File: src/rtl/line_memory.sv
// Line-granular backing memory with a valid/ready request/response handshake and fixed access latency.
// Optional per-byte write enables are compiled in with `define MEM_BYTE_MASK_EN (adds port req_wmask).
module line_memory #(
    parameter int unsigned DATA_W     = 32,
    parameter int unsigned ADDR_W     = 32,
    parameter int unsigned DEPTH_LOG2 = 6,
    parameter int unsigned LINE_LOG2  = 2,
    parameter int unsigned LATENCY    = 2,
    parameter string       INIT_FILE  = ""
) (
    input  logic                            clk,
    input  logic                            rst,
    input  logic                            req_valid,
    output logic                            req_ready,
    input  logic                            req_write,
    input  logic [ADDR_W-1:0]               req_addr,
    input  logic [(DATA_W<<LINE_LOG2)-1:0]  req_wdata,
`ifdef MEM_BYTE_MASK_EN
    input  logic [((DATA_W/8)<<LINE_LOG2)-1:0] req_wmask,
`endif
    output logic                            resp_valid,
    input  logic                            resp_ready,
    output logic [(DATA_W<<LINE_LOG2)-1:0]  resp_rdata,
    output logic                            busy
);

    localparam int unsigned Words    = 1 << LINE_LOG2;
    localparam int unsigned Depth    = 1 << DEPTH_LOG2;
    localparam int unsigned LineW    = DATA_W * Words;
    localparam int unsigned Bpw      = DATA_W / 8;
    localparam int unsigned MaskW    = Bpw * Words;
    localparam int unsigned LineIdxW = DEPTH_LOG2 - LINE_LOG2;
    localparam int unsigned CntW     = (LATENCY > 0) ? $clog2(LATENCY + 1) : 1;

    typedef enum logic [1:0] {StIdle, StWait, StResp} state_e;

    state_e              state_q, state_d;
    logic [CntW-1:0]     cnt_q, cnt_d;
    logic [LineIdxW-1:0] line_q, line_d;
    logic                write_q, write_d;
    logic [LineW-1:0]    wdata_q, wdata_d;
    logic [MaskW-1:0]    wmask_q, wmask_d;
    logic [LineW-1:0]    rdata_q, rdata_d;
    logic [LineW-1:0]    rd_line;
    logic                do_access;

    logic [DATA_W-1:0] mem_q [Depth];

    // Address bits outside the line index are deliberately ignored (wrap, line-aligned access).
    logic unused_addr;
    assign unused_addr = ^{req_addr[ADDR_W-1:DEPTH_LOG2], req_addr[LINE_LOG2-1:0]};

    assign do_access = (state_q == StWait) && (cnt_q == '0);

    // State register
    always_ff @(posedge clk) begin
        if (rst) begin
            state_q <= StIdle;
        end else begin
            state_q <= state_d;
        end
    end

    // Next-state logic
    always_comb begin
        state_d = state_q;
        unique case (state_q)
            StIdle:  if (req_valid) state_d = StWait;
            StWait:  if (cnt_q == '0) state_d = StResp;
            StResp:  if (resp_ready) state_d = StIdle;
            default: state_d = StIdle;
        endcase
    end

    // Output logic
    always_comb begin
        req_ready  = (state_q == StIdle);
        resp_valid = (state_q == StResp);
        busy       = (state_q != StIdle);
        resp_rdata = rdata_q;
    end

    // Word 0 of a line sits in the most significant slice.
    always_comb begin
        rd_line = '0;
        for (int unsigned w = 0; w < Words; w++) begin
            rd_line[(Words-1-w)*DATA_W +: DATA_W] = mem_q[{line_q, LINE_LOG2'(w)}];
        end
    end

    always_comb begin
        cnt_d   = cnt_q;
        line_d  = line_q;
        write_d = write_q;
        wdata_d = wdata_q;
        wmask_d = wmask_q;
        rdata_d = rdata_q;
        if (state_q == StIdle && req_valid) begin
            cnt_d   = CntW'(LATENCY);
            line_d  = req_addr[DEPTH_LOG2-1:LINE_LOG2];
            write_d = req_write;
            wdata_d = req_wdata;
`ifdef MEM_BYTE_MASK_EN
            wmask_d = req_wmask;
`else
            wmask_d = '1;
`endif
        end else if (state_q == StWait && cnt_q != '0) begin
            cnt_d = cnt_q - CntW'(1);
        end else if (do_access && !write_q) begin
            rdata_d = rd_line;
        end
    end

    always_ff @(posedge clk) begin
        if (rst) begin
            cnt_q   <= '0;
            rdata_q <= '0;
        end else begin
            cnt_q   <= cnt_d;
            rdata_q <= rdata_d;
        end
    end

    always_ff @(posedge clk) begin
        line_q  <= line_d;
        write_q <= write_d;
        wdata_q <= wdata_d;
        wmask_q <= wmask_d;
    end

    // Array is never cleared by reset; a reset on the access edge suppresses the write.
    always_ff @(posedge clk) begin
        if (!rst && do_access && write_q) begin
            for (int unsigned w = 0; w < Words; w++) begin
                for (int unsigned b = 0; b < Bpw; b++) begin
                    if (wmask_q[(Words-1-w)*Bpw + b]) begin
                        mem_q[{line_q, LINE_LOG2'(w)}][b*8 +: 8] <=
                            wdata_q[(Words-1-w)*DATA_W + b*8 +: 8];
                    end
                end
            end
        end
    end

endmodule
File: config.mk
export PLATFORM = sky130hd
export DESIGN_NAME = line_memory
export DESIGN_NICKNAME = d
export VERILOG_FILES = /design/src/rtl/line_memory.sv
export SDC_FILE = /design/constraint.sdc
export NUM_CORES = 2
export LEC_CHECK = 0
export CAP_MARGIN = 20
export CORE_MARGIN = 5
export CORE_UTILIZATION = 55
export DETAILED_ROUTE_END_ITERATION = 12
export PLACE_DENSITY_LB_ADDON = 0.08
export SLEW_MARGIN = 20
export SYNTH_ARGS = -nofsm -noshare
export SYNTH_HDL_FRONTEND = slang
export SYNTH_SLANG_ARGS = --single-unit
File: constraint.sdc
create_clock -name clk -period 22.6 [get_ports clk]
set_input_delay 3.39 -clock clk [delete_from_list [all_inputs] [get_ports clk]]
set_output_delay 3.39 -clock clk [all_outputs]
set_load 0.005 [all_outputs]
==> results_dict.tcl <==
set metrics [dict create \
    synth_edf_count 2181 \
    yosysTopAreaCellShare_pct 75.5 \
    p_per_area_nw_per_um2 90.5 \
    first_pass_iters 6 \
    rows 145 \
    hold_class "flop to flop" \
    startpoint "rst" \
    synthFlopType "edfxtp_1" \
    layout_commonest_cell "edfxtp_1" \
    cts.sinks 2313 \
    tightest_slew_ns 1.15 \
    cts_buffer_depth 3 \
    avgSynthCellArea_um2 20.4 \
    clock_latency_ns 0.82 \
    clk_pin_slew_ns 0.06 \
    grt_pass1_vias 43100 \
    grt_pass1_wl_um 297000 \
    reg2reg_from "cnt_q[0]" \
    drc 0 \
    hold_ws_ns 0.497 \
    syn_to_final_growth_pct 13.6 \
    drive_above_1_share_pct 16.8 \
    crit_arrival_ns 6.90 \
    worstSetupEndpoint "mem_q[13][117]" \
    endpoint_kind "flop" \
    cts_resized 0 \
    reg2reg_depth 8 \
    ios 296 \
    yosysUniqueCellTypes 43 \
    pwr-share-clk_pct 40.3 \
    initial_core_util_pct 55.4 \
    cts_tree "done" \
    power.internal_mw 7.01 \
    rsz0062_at_grt "false" \
    setup.worst_path.class "input port to flop" \
    seq_power_share_pct 54.4 \
    min_from "resp_rdata[114]" \
    root_buffer "clkbuf_16" \
    port_buffers 267 \
    syn-num-nets 4409 \
    cts_setup_buffers 0 \
    run_status "finished clean" \
    ys_ff_latch 2313 \
    drt-vias-per-instance 6.21 \
    dr_total_vias 42400 \
    ys_top_cells_by_area "edfxtp_1, mux4_2, mux2i_1" \
    clock_skew_ns 0.0292 \
    final_max_slew_viol_count 0 \
    synth-async-reset-ratio_pct 0 \
    crit_top_cell "buf_4" \
    final_cell_mix "edfxtp_1, mux2i_1, clkdlybuf4s50_1" \
    yosysSeqAreaShare_pct 78.6 \
    grt_antenna_before_repair 5 \
    gp_congestion 0.707 \
    start_kind "input port" \
    r2r-end "mem_q[13][117]" \
    min_period_ns 6.48 \
    slew-limit-headroom_pct 23.2 \
    fin_nets 4734 \
    place_hpwl_um 98300 \
    crit_required_ns 23.02 \
    synth_area_um2 86700 \
    cts_buffers 222 \
    p_leak_nw 31.9 \
    max-cap-violations 0 \
    syn_inst 4243 \
    rrSetupSlack_ns 18.05 \
    hold_buffers 0 \
    die-area_um2 166000 \
    wl_per_cell_um 30.1 \
    drt_wl_total_um 205000 \
    die_w_um 407 \
    post-route-period-util_pct 28.7 \
    p_comb_share_pct 5.3 \
    synth_area_leader_cell "edfxtp_1" \
    max_freq_mhz 154 \
    grt_usage_pct 24.9 \
    htreeDepth 4 \
    setup_total_negative_slack_ns 0 \
    synth_warnings 0 \
    max_stage_delay_ns 0.84 \
    drtAntennaViolNets 0 \
    fp.dieH_um 407 \
    switching_share_pct 21.4 \
    crit_fanout 42 \
    vdd_drop_max_mv 0.0853 \
    path_cells "buf_6, nor3b_1, nand3b_1, nor2_4, buf_4, buf_4" \
    grt_max_degree 116 \
    hold_violations 0 \
    switching_power_mw 1.90 \
    grt_overflow 0 \
    critPathSlowestCell "nor2_4" \
    coreArea_um2 156000 \
    drtIter0Drc 4194 \
    setup_viol 0 \
]
-- worst min path at each step --
stage	end	slack (ns)	cells past startpoint
floorplan	cnt_q[0]	0.47	2
detailed placement	resp_rdata[122]	0.49	2
finish	resp_rdata[114]	0.50	2
global placement	resp_rdata[94]	0.49	2
global route	resp_rdata[106]	0.51	2
CTS	resp_rdata[122]	0.50	2
-- cell type report --
type | count | area, µm²
sequential | 2313 | 68100
fill | 10900 | 57900
multi-input combinational | 1667 | 17100
clock buffer | 319 | 6260
timing repair buffer | 360 | 3570
tap | 2058 | 2570
clock inverter | 99 | 853
inverter | 4 | 15.0
antenna | 3 | 7.51
-- flip-flops by register name, indices dropped and copies added, names as in the netlist --
signal	count
resp_rdata	128
mem_q	2048
state_q	2
write_q	1
cnt_q	2
line_q	4
wdata_q	128
-- cell usage after synthesis (13+ instances only) --
library cell     n
buf_1           13
buf_4           54
o21ai_1         53
edfxtp_1      2181
o22ai_1        107
a311oi_1       106
buf_2           77
a221oi_2        53
nand2_1         77
nand3_1         76
buf_6           43
a2bb2oi_1       64
o22ai_2         20
clkbuf_1        69
mux2i_1        512
a21oi_1        129
dfxtp_1        132
mux4_2         256
nor2_1         147
a311oi_2        21
-- logic make-up (layout without fill, tap and decap cells) --
group	after synthesis	after routing	synth area share, %
AOI/OAI and AO/OA	572	572	5.35
adders and majority gates	1	1	0.0144
buffers and inverters	263	782	1.87
DFF	2313	2313	78.6
muxes	769	769	12.6
other	0	3	0
and+or+nand+nor	325	325	1.60
-- worst max-delay path: cells and delay by family --
family	cells	cell delay [ns]
buf+inv	3	1.72
simple gates	3	1.57
-- metal layers --
layer | routed length, µm | track usage [%]
met3 | 14200 | 4.39
met1 | 87900 | 36.1
met2 | 99000 | 40.0
met4 | 4240 | 5.85
met5 | 0 | 0
-- per-stage QoR --
stage | worst slack (ns) | instances | util, % | cell area (µm²) | total power [mW]
floorplan | 9.17 | 4243 | - | 86700 | 5.22
detailed placement | 15.29 | 6401 | 58.4 | 91400 | 5.42
global route | 16.04 | 6822 | 63.0 | 98500 | 9.21
finish | 16.12 | 6823 | 63.0 | 98500 | 8.92
CTS | 16.17 | 6819 | 63.0 | 98500 | 8.98
global placement | 15.34 | 6400 | 58.4 | 91300 | 5.41
-- power groups by stage --
stage	clock (mW)	combinational, mW	sequential, mW
floorplan	0	0.314	4.90
global placement	0	0.476	4.93
detailed placement	0	0.478	4.94
CTS	3.65	0.480	4.85
global route	3.85	0.506	4.86
finish	3.60	0.474	4.85
(Power assumes the default switching activity.)
